$ cat config.mk
export PLATFORM = sky130hd
export DESIGN_NAME = i2c_controller_flat
export DESIGN_NICKNAME = d
export VERILOG_FILES = /design/src/rtl/i2c_controller_pkg.sv /design/src/rtl/i2c_controller_if.sv /design/src/rtl/i2c_clk_gen.sv /design/src/rtl/i2c_controller.sv /design/src/flat_wrapper.sv
export SDC_FILE = /design/constraint.sdc
export NUM_CORES = 1
export LEC_CHECK = 0
export CAP_MARGIN = 20
export CORE_AREA = 2 2 70 72
export CTS_CLUSTER_DIAMETER = 100
export DETAILED_ROUTE_END_ITERATION = 16
export DIE_AREA = 0 0 72 74
export HOLD_SLACK_MARGIN = 0.06
export PLACE_DENSITY_LB_ADDON = 0.25
export SETUP_SLACK_MARGIN = 0.2
export SLEW_MARGIN = 0
export SYNTH_ARGS = -nofsm -noshare
export SYNTH_HDL_FRONTEND = slang
export SYNTH_SLANG_ARGS = --single-unit
$ cat constraint.sdc
create_clock -name core_clk -period 2.1 [get_ports core_clk]
set_input_delay 0.42 -clock core_clk [delete_from_list [all_inputs] [get_ports core_clk]]
set_output_delay 0.42 -clock core_clk [all_outputs]
set_load 0.02 [all_outputs]
$ cat src/rtl/i2c_controller_pkg.sv
// Shared types and constants for the single-byte I2C master write engine.
// Contents:
//   state_e    - controller FSM states
//   phase_e    - the four quarter phases of one bus slot
//   ADDR_BITS  - address byte width (7-bit address plus R/W)
//   DATA_BITS  - payload byte width
//   scl_high() - SCL level of a clocked slot for a given phase
package i2c_controller_pkg;

  localparam int unsigned ADDR_BITS = 8;
  localparam int unsigned DATA_BITS = 8;

  typedef enum logic [2:0] {
    StIdle,
    StStart,
    StAddr,
    StAddrAck,
    StData,
    StDataAck,
    StRstart,
    StStop
  } state_e;

  typedef enum logic [1:0] {
    P0 = 2'd0,
    P1 = 2'd1,
    P2 = 2'd2,
    P3 = 2'd3
  } phase_e;

  // Every slot except START holds SCL low for the first half and high for the second.
  function automatic logic scl_high(phase_e ph);
    return (ph == P2) || (ph == P3);
  endfunction

endpackage

$ cat src/rtl/i2c_controller_if.sv
// Bundle of front-end and pad-side signals of i2c_controller.
// Signals:
//   enable, slave_address, data_in, repeated_start_cond - request side
//   sda_in                                               - sampled SDA line
//   sda_out, scl_out                                     - pad drives (1 = release)
//   busy, nack                                           - status
// Modports:
//   master - the controller itself
//   slave  - whatever drives the requests and observes the bus
interface i2c_controller_if;
  logic                                       enable;
  logic [i2c_controller_pkg::ADDR_BITS-1:0]   slave_address;
  logic [i2c_controller_pkg::DATA_BITS-1:0]   data_in;
  logic                                       repeated_start_cond;
  logic                                       sda_in;
  logic                                       sda_out;
  logic                                       scl_out;
  logic                                       busy;
  logic                                       nack;

  modport master (
    input  enable, slave_address, data_in, repeated_start_cond, sda_in,
    output sda_out, scl_out, busy, nack
  );

  modport slave (
    output enable, slave_address, data_in, repeated_start_cond, sda_in,
    input  sda_out, scl_out, busy, nack
  );
endinterface

$ cat src/rtl/i2c_clk_gen.sv
// Quarter-period divider for the I2C controller.
// Ports:
//   core_clk - system clock
//   rst      - synchronous active-high reset
//   clear    - restart the slot at P0 with an empty quarter counter
//   tick     - high on the last core clock of each quarter
//   phase    - current quarter phase P0..P3 within the slot
module i2c_clk_gen
  import i2c_controller_pkg::*;
#(
  parameter int unsigned QTR = 1
) (
  input  logic   core_clk,
  input  logic   rst,
  input  logic   clear,
  output logic   tick,
  output phase_e phase
);

  localparam int unsigned QtrEff = (QTR < 1) ? 1 : QTR;
  localparam int unsigned CntW   = (QtrEff > 1) ? $clog2(QtrEff) : 1;
  localparam logic [CntW-1:0] CntMax = CntW'(QtrEff - 1);

  logic [CntW-1:0] qtr_q, qtr_d;
  logic [1:0]      ph_q, ph_d;

  always_comb begin
    tick  = (qtr_q == CntMax);
    qtr_d = tick ? '0 : qtr_q + 1'b1;
    ph_d  = tick ? ph_q + 2'd1 : ph_q;
    if (clear) begin
      qtr_d = '0;
      ph_d  = 2'd0;
    end
  end

  always_ff @(posedge core_clk) begin
    if (rst) begin
      qtr_q <= '0;
      ph_q  <= 2'd0;
    end else begin
      qtr_q <= qtr_d;
      ph_q  <= ph_d;
    end
  end

  assign phase = phase_e'(ph_q);

endmodule

$ cat src/rtl/i2c_controller.sv
// Single-byte I2C master write engine: START, address, ACK, data, ACK, then STOP
// or repeated START. Every bus slot is four phases of QTR core clocks each.
// Ports:
//   core_clk - system clock, all logic on its rising edge
//   rst      - synchronous active-high reset; aborts a transfer without a STOP
//   bus      - i2c_controller_if.master: requests, sda_in, sda_out/scl_out, busy, nack
module i2c_controller
  import i2c_controller_pkg::*;
#(
  parameter int unsigned QTR = 1
) (
  input logic             core_clk,
  input logic             rst,
  i2c_controller_if.master bus
);

  localparam logic [2:0] AddrMsb = 3'(ADDR_BITS - 1);
  localparam logic [2:0] DataMsb = 3'(DATA_BITS - 1);

  state_e               state_q, state_d;
  logic [ADDR_BITS-1:0] addr_sr_q, addr_sr_d;
  logic [DATA_BITS-1:0] data_sr_q, data_sr_d;
  logic [2:0]           bit_cnt_q, bit_cnt_d;
  logic                 nack_q, nack_d;
  // Bus-free time satisfied; set after one full idle slot, or straight out of reset.
  logic                 free_q, free_d;

  logic   tick;
  phase_e phase;
  logic   clear;
  logic   slot_end;
  logic   sda, scl;

  i2c_clk_gen #(
    .QTR(QTR)
  ) u_clk_gen (
    .core_clk(core_clk),
    .rst     (rst),
    .clear   (clear),
    .tick    (tick),
    .phase   (phase)
  );

  assign slot_end = tick && (phase == P3);

  always_comb begin
    state_d   = state_q;
    addr_sr_d = addr_sr_q;
    data_sr_d = data_sr_q;
    bit_cnt_d = bit_cnt_q;
    nack_d    = nack_q;
    free_d    = free_q;
    clear     = 1'b0;

    unique case (state_q)
      StIdle: begin
        if (slot_end) begin
          free_d = 1'b1;
        end
        if (bus.enable && (free_q || slot_end)) begin
          state_d   = StStart;
          addr_sr_d = bus.slave_address;
          data_sr_d = bus.data_in;
          nack_d    = 1'b0;
          free_d    = 1'b0;
          clear     = 1'b1;
        end
      end
      StStart: begin
        if (slot_end) begin
          state_d   = StAddr;
          bit_cnt_d = AddrMsb;
        end
      end
      StAddr: begin
        if (slot_end) begin
          addr_sr_d = {addr_sr_q[ADDR_BITS-2:0], 1'b0};
          if (bit_cnt_q == 3'd0) begin
            state_d = StAddrAck;
          end else begin
            bit_cnt_d = bit_cnt_q - 3'd1;
          end
        end
      end
      StAddrAck: begin
        if (slot_end) begin
          if (bus.sda_in) begin
            nack_d  = 1'b1;
            state_d = StStop;
          end else begin
            state_d   = StData;
            bit_cnt_d = DataMsb;
          end
        end
      end
      StData: begin
        if (slot_end) begin
          data_sr_d = {data_sr_q[DATA_BITS-2:0], 1'b0};
          if (bit_cnt_q == 3'd0) begin
            state_d = StDataAck;
          end else begin
            bit_cnt_d = bit_cnt_q - 3'd1;
          end
        end
      end
      StDataAck: begin
        if (slot_end) begin
          if (bus.sda_in) begin
            nack_d  = 1'b1;
            state_d = StStop;
          end else if (bus.repeated_start_cond) begin
            state_d = StRstart;
          end else begin
            state_d = StStop;
          end
        end
      end
      StRstart: begin
        if (slot_end) begin
          state_d   = StAddr;
          addr_sr_d = bus.slave_address;
          data_sr_d = bus.data_in;
          bit_cnt_d = AddrMsb;
        end
      end
      StStop: begin
        if (slot_end) begin
          state_d = StIdle;
        end
      end
      default: begin
        state_d = StIdle;
      end
    endcase
  end

  // Line levels decoded from registered state and phase; SDA only moves with SCL high
  // inside START, RSTART and STOP.
  always_comb begin
    sda = 1'b1;
    scl = 1'b1;
    unique case (state_q)
      StIdle: begin
        sda = 1'b1;
        scl = 1'b1;
      end
      StStart: begin
        scl = 1'b1;
        sda = !scl_high(phase);
      end
      StAddr: begin
        scl = scl_high(phase);
        sda = addr_sr_q[ADDR_BITS-1];
      end
      StData: begin
        scl = scl_high(phase);
        sda = data_sr_q[DATA_BITS-1];
      end
      StAddrAck, StDataAck: begin
        scl = scl_high(phase);
        sda = 1'b1;
      end
      StRstart: begin
        scl = scl_high(phase);
        sda = (phase != P3);
      end
      StStop: begin
        scl = scl_high(phase);
        sda = (phase == P3);
      end
      default: begin
        sda = 1'b1;
        scl = 1'b1;
      end
    endcase
  end

  always_ff @(posedge core_clk) begin
    if (rst) begin
      state_q   <= StIdle;
      addr_sr_q <= '0;
      data_sr_q <= '0;
      bit_cnt_q <= 3'd0;
      nack_q    <= 1'b0;
      free_q    <= 1'b1;
    end else begin
      state_q   <= state_d;
      addr_sr_q <= addr_sr_d;
      data_sr_q <= data_sr_d;
      bit_cnt_q <= bit_cnt_d;
      nack_q    <= nack_d;
      free_q    <= free_d;
    end
  end

  assign bus.sda_out = sda;
  assign bus.scl_out = scl;
  assign bus.busy    = (state_q != StIdle);
  assign bus.nack    = nack_q;

endmodule

$ cat src/flat_wrapper.sv
// flat-port wrapper written by rule: the top's interface ports become plain ports
module i2c_controller_flat import i2c_controller_pkg::*;
#(
  parameter int unsigned QTR = 1
)
  (core_clk, rst, bus_enable, bus_slave_address, bus_data_in, bus_repeated_start_cond, bus_sda_in, bus_sda_out, bus_scl_out, bus_busy, bus_nack);
  i2c_controller_if bus_i ();
  input logic core_clk;
  input logic rst;
  input wire logic [$bits(bus_i.enable)-1:0] bus_enable;
  input wire logic [$bits(bus_i.slave_address)-1:0] bus_slave_address;
  input wire logic [$bits(bus_i.data_in)-1:0] bus_data_in;
  input wire logic [$bits(bus_i.repeated_start_cond)-1:0] bus_repeated_start_cond;
  input wire logic [$bits(bus_i.sda_in)-1:0] bus_sda_in;
  output wire logic [$bits(bus_i.sda_out)-1:0] bus_sda_out;
  output wire logic [$bits(bus_i.scl_out)-1:0] bus_scl_out;
  output wire logic [$bits(bus_i.busy)-1:0] bus_busy;
  output wire logic [$bits(bus_i.nack)-1:0] bus_nack;
  assign bus_i.enable = bus_enable;
  assign bus_i.slave_address = bus_slave_address;
  assign bus_i.data_in = bus_data_in;
  assign bus_i.repeated_start_cond = bus_repeated_start_cond;
  assign bus_i.sda_in = bus_sda_in;
  assign bus_sda_out = bus_i.sda_out;
  assign bus_scl_out = bus_i.scl_out;
  assign bus_busy = bus_i.busy;
  assign bus_nack = bus_i.nack;
  i2c_controller #(.QTR(QTR)) u_core (.core_clk(core_clk), .rst(rst), .bus(bus_i));
endmodule
==> results of run 1 <==
-- final cells by class --
type / instances / area [sq um] / share of cell area
clock buffers: 3 / 41.3 / 0.0206
clock inverters: 1 / 5.00 / 0.00249
inverters: 9 / 33.8 / 0.0168
multi-input cells: 128 / 932 / 0.464
flip-flops and latches: 27 / 543 / 0.270
well taps: 54 / 67.6 / 0.0336
repair buffers: 40 / 385 / 0.192
-- cell families after synthesis --
| family | after synthesis | share of synthesized area |
|---|---|---|
| AO/OA/AOI/OAI | 55 | 0.294 |
| XOR/XNOR | 2 | 0.0113 |
| adder cells (fa/ha/maj) | 4 | 0.0322 |
| buffers and inverters | 21 | 0.0652 |
| flip-flops | 27 | 0.348 |
| multiplexers | 7 | 0.0451 |
| other | 1 | 0.00241 |
| AND/OR/NAND/NOR | 59 | 0.202 |
-- cell usage after synthesis (4+ instances only) --
cell	n	area share
mux2i_1	7	0.045
clkbuf_1	4	0.0097
dfxtp_1	27	0.35
inv_1	8	0.019
ha_1	4	0.032
o21ai_0	11	0.035
a311oi_1	4	0.023
a21oi_1	10	0.032
a211oi_2	7	0.056
nor2_1	24	0.058
nand2_1	9	0.022
nand2b_1	9	0.036
buf_2	6	0.019
-- metrics by stage --
stage	cells	hold slack [ps]
finish	262	476
CTS	262	475
detailed placement	258	460
global route	262	494
floorplan	176	438
global placement	258	460
-- sequential cells by signal (all words and copies together) (netlist names) --
register and count:
u_core.data_sr_q 8, u_core.bit_cnt_q 3, u_core.free_q 1, u_core.addr_sr_q 8, u_core.bus.nack 1, u_core.state_q 3
u_core.u_clk_gen.phase 2, u_core.u_clk_gen.qtr_q 1
-- layer usage --
metal / routed length, um / GRT usage
met5: 0 / 0
met4: 63 / 0.0629
met3: 75 / 0.0176
met2: 1600 / 0.243
met1: 1660 / 0.191
-- worst min-delay path, cell delays in order (launching register included) --
cell and delay [ps]:
dfxtp_1 320, nand2_1 50, a311oi_1 70
-- worst paths after layout --
check                                         startpoint                                to  slack (ps)  cells past startpoint
setup reg to reg          u_core.state_q[2]$_SDFFE_PP0P_  u_core.data_sr_q[6]$_SDFFE_PP0P_         360                      5
hold reg to reg         u_core.addr_sr_q[1]$_SDFFE_PP0P_  u_core.addr_sr_q[2]$_SDFFE_PP0P_         480                      2
hold / removal          u_core.addr_sr_q[1]$_SDFFE_PP0P_  u_core.addr_sr_q[2]$_SDFFE_PP0P_         480                      2
setup / recovery  u_core.u_clk_gen.phase[0]$_SDFFE_PP0N_                       bus_scl_out         280                      5
-- power by group through the flow --
stage	combinational, W	clock (W)	sequential [W]
detailed placement	0.000374	0	0.000616
global route	0.000416	0.000339	0.000617
global placement	0.000370	0	0.000618
floorplan	0.000253	0	0.000602
finish	0.000370	0.000302	0.000608
CTS	0.000372	0.000317	0.000605
-- what timing repair did --
action | CTS | global route
gates resized for setup | 5 | 12
pin swaps | 0 | 0
setup buffers | 0 | 0
setup endpoints to repair | 3 | 2
hold endpoints to repair | 0 | 0
==> results.toml, run 1 <==
[pwr]
finalPower_w = 0.00128
swShare = 0.304
switching_power_w = 0.000389
power_frac_seq = 0.475
combPwrFrac = 0.289
p_leak_nw = 0.696
power.density_nw_per_um2 = 637
p_int_w = 0.000891
clkPwrFrac = 0.236
ir_drop_mv = 0.252

[grt]
antenna_found_initial = 0
first_global_vias = 1381
grt_pass1_wl_um = 6110
overflow = 0
grt.total_usage = 0.145
grt_max_degree = 17

[floorplanning]
die_y_um = 74
coreArea_sq_um = 4600
io_pins = 25
start_util = 0.338
die_x_um = 72
num_rows = 25
die-area_sq_um = 5330

[placement]
dp_slack_ps = 128
hpwl_um = 2540
numPortBuffers = 24
post_dp_cell_area_sq_um = 1940
routabilityCongestion = 0.771

[synthesis]
ys.flop_type = "dfxtp_1"
synthCells = 176
synth.distinct_cells = 45
ys_async_sr_fraction = 0
ys_seq_area_frac = 0.348
synth_nets = 201
ys_ff_latch = 27
synth_area_sq_um = 1560
syn-mean-instance-area_sq_um = 8.84
synth_edf_count = 0
ys_warn_count = 0

[clocking]
cts_tree = "built"
cts_buffers = 3
clock_sinks = 27
ctsRootBufferMaster = "clkbuf_8"
htree_levels = 1
cts.clk_slew.worst_paths_ps = 100
clock_path_buffers = 2
cts-hold-fix-buffers = 0
clock_latency_ps = 280

[final_layout]
final_common_cell = "dfxtp_1"
fin_area_sq_um = 2010
nFillCells = 472
diodes = 0
mostFrequentLayoutCells = "dfxtp_1 (25), nor2_1 (23), clkdlybuf4s50_1 (21), buf_4 (14), o21ai_0 (10)"
postLayoutCoreUtil = 0.437
drive_above_1_share = 0.212
layout.nets = 234
area_growth_syn_to_layout_pct = 29.1

[setup_path]
critPathSlowestCell = "dfxtp_2"
cp_max_fo = 3
path_class = "reg -> out"
crit_buf_inv = 2
critPathTopFamily = "flip-flops"
max_stage_delay_ps = 380
path_cells = "inv_1 > ha_1 > nor2_2 > o21ai_0 > clkdlybuf4s15_1"
cp-end-kind = "primary output"
worstPathArrival_ps = 1400
start_kind = "flip-flop"
cp.required_ps = 1680

[route]
drcViolationCount = 0
via_count = 1351
avgRoutedWirePerCell_um = 13.0
ant_nets = 0
via_per_inst = 5.16
drtIter0Drc = 59
firstDrtPassIters = 4
wirelength_um = 3400

[timing]
rsz0062_at_grt = "no"
setup_violations = 0
fmax_mhz = 549
setup_tns_ps = 0
timing.final.ws_setup_ps = 278
hold_viol_final = 0
relSlewSlack = 0.663
period_needed_ps = 1820
slew_viol_final = 0
finalCritPeriodShare = 0.867
worst_pin_slew_ps = 504
clock_skew_ps = 6.56

[job]
cap_viol_max_count = 0

[min_path]
hp-class = "reg -> reg"

[status]
status = "completed"
No activity file was read; power rests on OpenSTA's default activity.
==> run 2: changes to the inputs <==
--- a/config.mk
+++ b/config.mk
@@ -6,14 +6,15 @@
 export NUM_CORES = 1
 export LEC_CHECK = 0
 export CAP_MARGIN = 20
-export CORE_AREA = 2 2 70 72
+export CORE_AREA = 2 2 69 71
 export CTS_CLUSTER_DIAMETER = 100
 export DETAILED_ROUTE_END_ITERATION = 16
-export DIE_AREA = 0 0 72 74
+export DIE_AREA = 0 0 71 73
 export HOLD_SLACK_MARGIN = 0.06
 export PLACE_DENSITY_LB_ADDON = 0.25
 export SETUP_SLACK_MARGIN = 0.2
-export SLEW_MARGIN = 0
+export SLEW_MARGIN = 20
 export SYNTH_ARGS = -nofsm -noshare
 export SYNTH_HDL_FRONTEND = slang
+export SYNTH_HIERARCHICAL = 1
 export SYNTH_SLANG_ARGS = --single-unit
==> results.toml, run 2 <==
[status]
status = "completed"

[synthesis]
ys.flop_type = "dfxtp_1"
ys_warn_count = 6
ys_ff_latch = 27
yosys.area.top_type = "dfxtp_1"
ys_top_cells_by_area = "dfxtp_1 (36%), mux2i_1 (10%), a211oi_2 (7.5%)"
yosys.cell_count.top_type = "dfxtp_1"
synth_nets = 180
ys_async_sr_fraction = 0
synthCells = 157
synth_top_cells_by_count = "dfxtp_1 (27), nor2_1 (19), mux2i_1 (15)"
synth.top_cell.area_share = 0.359
ys_seq_area_frac = 0.359
syn-mean-instance-area_sq_um = 9.59
synth_area_sq_um = 1510
synth_edf_count = 0
synth.distinct_cells = 43

[clocking]
clock_path_buffers = 2
cts_buffers = 3
cts.clk_slew.worst_paths_ps = 90
clock_latency_ps = 270
htree_levels = 1
ctsRootBufferMaster = "clkbuf_8"
clock_sinks = 27
cts_tree = "built"
cts-hold-fix-buffers = 0

[final_layout]
fin_area_sq_um = 2000
final_common_cell = "dfxtp_1"
layout.nets = 218
biggestRegsByFlops = "u_core/addr_sr_q: 8 flops, u_core/data_sr_q: 8 flops"
ff_latch_area_sq_um = 547
diodes = 0
nFillCells = 418
multi_input_area_sq_um = 878
mostFrequentLayoutCells = "dfxtp_1 (24), clkdlybuf4s50_1 (21), nor2_1 (19), buf_4 (18), mux2i_1 (15)"
drive_above_1_share = 0.273
fin_cells = 248
area_growth_syn_to_layout_pct = 32.6

[grt]
grt_pass1_wl_um = 5480
first_global_vias = 1292
overflow = 0
grt.total_usage = 0.130
grt_max_degree = 17
antenna_found_initial = 0

[pwr]
p_leak_nw = 0.708
swShare = 0.305
power.density_nw_per_um2 = 667
ir_drop_mv = 0.314
switching_power_w = 0.000406
combPwrFrac = 0.317
power_frac_seq = 0.461
clkPwrFrac = 0.222
p_int_w = 0.000924

[placement]
numPortBuffers = 24
hpwl_um = 2450
dpl.cell_count = 240
post_dp_cell_area_sq_um = 1890
routabilityCongestion = 0.912

[timing]
finalCritPeriodShare = 0.924
fmax_mhz = 516
setup_tns_ps = 0
clock_skew_ps = 3.47
period_needed_ps = 1940
rsz0062_at_grt = "yes"
slew_viol_final = 0
fin_hold_ws_ps = 475
worst_pin_slew_ps = 494
setup_violations = 0
relSlewSlack = 0.668
hold_viol_final = 0

[setup_path]
r2r_start = "u_core/state_q[1]$_SDFFE_PP0P_"
cp-end-kind = "primary output"
max_stage_delay_ps = 350
r2r-end = "u_core/data_sr_q[5]$_SDFFE_PP0P_"
path_class = "reg -> out"
critPathSlowestCell = "dfxtp_2"
rr_worst_depth = 8
worstPathArrival_ps = 1520
reg2reg_slack_ps = 330
cp_max_fo = 4
cp.required_ps = 1680
start_kind = "flip-flop"
path_cells = "inv_2 > nor2_1 > a32o_2 > a222oi_1 > buf_4"

[route]
via_count = 1267
ant_nets = 0
firstDrtPassIters = 4
avgRoutedWirePerCell_um = 13.0
wirelength_um = 3220
via_per_inst = 5.11
drtIter0Drc = 76
drcViolationCount = 0

[floorplanning]
io_pins = 25
die_y_um = 73
num_rows = 25
coreArea_sq_um = 4540
start_util = 0.332
die-area_sq_um = 5180
die_x_um = 71

[min_path]
hp-class = "reg -> reg"
hold_depth = 2
hold_start = "u_core/data_sr_q[0]$_SDFFE_PP0P_"
worstHoldEndpoint = "u_core/data_sr_q[0]$_SDFFE_PP0P_"

[job]
cap_viol_max_count = 0
run 2: cell types whose count changed after synthesis, moves of 3 or more:
cell      before  now
a211oi_1       2    5
nand2_1        9    3
o21ai_0       11    2
o211ai_1       3    0
nand2b_1       9    4
mux2i_1        7   15
a311oi_2       3    0
buf_2          6    1
a311oi_1       4    0
nor2_1        24   19
run 2: worst max path at each step:
| stage | endpoint | from | slack, ps | depth (start not counted) |
|---|---|---|---|---|
| final | bus_sda_out | u_core/state_q[2]$_SDFFE_PP0P_ | 160 | 5 |
| after detailed placement | bus_sda_out | u_core/state_q[1]$_SDFFE_PP0P_ | -30 | 5 |
| after floorplan | bus_sda_out | u_core/state_q[1]$_SDFFE_PP0P_ | 210 | 4 |
| after CTS | bus_sda_out | u_core/state_q[0]$_SDFFE_PP0P_ | 120 | 4 |
| after global routing | bus_sda_out | u_core/state_q[2]$_SDFFE_PP0P_ | 20 | 5 |
| after global placement | bus_sda_out | u_core/state_q[1]$_SDFFE_PP0P_ | -30 | 5 |
run 2: timing repair:
action	in CTS	in global routing
endpoints found under the setup margin	3	2
gates resized for setup	11	12
hold endpoints to repair	0	0
buffers inserted	0	4
pin swaps	0	3
run 2: critical path: cells and delay by family (launching register included):
family,cells,cell delay [ps]
buffers and inverters,2,260
flip-flops,1,350
AND/OR/NAND/NOR,1,40
AO/OA/AOI/OAI,2,600
run 2: through the flow:
stage                     total power (W)  worst slack, ps   util
final                             0.00133              160  0.440
after global routing              0.00142             17.2  0.440
after CTS                         0.00133              124  0.427
after detailed placement          0.00103            -26.7  0.417
after global placement            0.00101            -26.1  0.417
after floorplan                  0.000905              210      -
run 2: cell families (layout without fill, tap and decap cells):
logic type	Yosys count	in the layout	share of synthesized area
xor+xnor	2	2	0.0116
compound gates	42	42	0.249
fa+ha+maj	2	2	0.0166
other cells	1	1	0.00249
simple gates	49	49	0.195
mux	15	15	0.0997
buf+inv	19	56	0.0657
flops	27	27	0.359
run 2: final cells by class:
type | count | share of cell area
flip-flops and latches | 27 | 0.274
inverters | 8 | 0.0163
multi-input cells | 111 | 0.440
well taps | 54 | 0.0339
clock buffers | 4 | 0.0226
repair buffers | 44 | 0.213
run 2: power by group through the flow:
| stage | combinational (W) | clock, W | sequential [W] |
|---|---|---|---|
| 6_report | 0.000421 | 0.000295 | 0.000614 |
| 5_1_grt | 0.000465 | 0.000331 | 0.000621 |
| 4_1_cts | 0.000405 | 0.000308 | 0.000613 |
| 3_5_place_dp | 0.000404 | 0 | 0.000625 |
| 3_3_place_gp | 0.000391 | 0 | 0.000621 |
| 2_1_floorplan | 0.000292 | 0 | 0.000613 |
run 2: layer usage:
| layer | GRT usage | routed length (um) | up-vias |
|---|---|---|---|
| met5 | 0 | 0 | - |
| met4 | 0.0482 | 34 | 0 |
| met3 | 0.0221 | 109 | 4 |
| met2 | 0.240 | 1640 | 22 |
| met1 | 0.150 | 1430 | 598 |
| li1 | - | - | 643 |
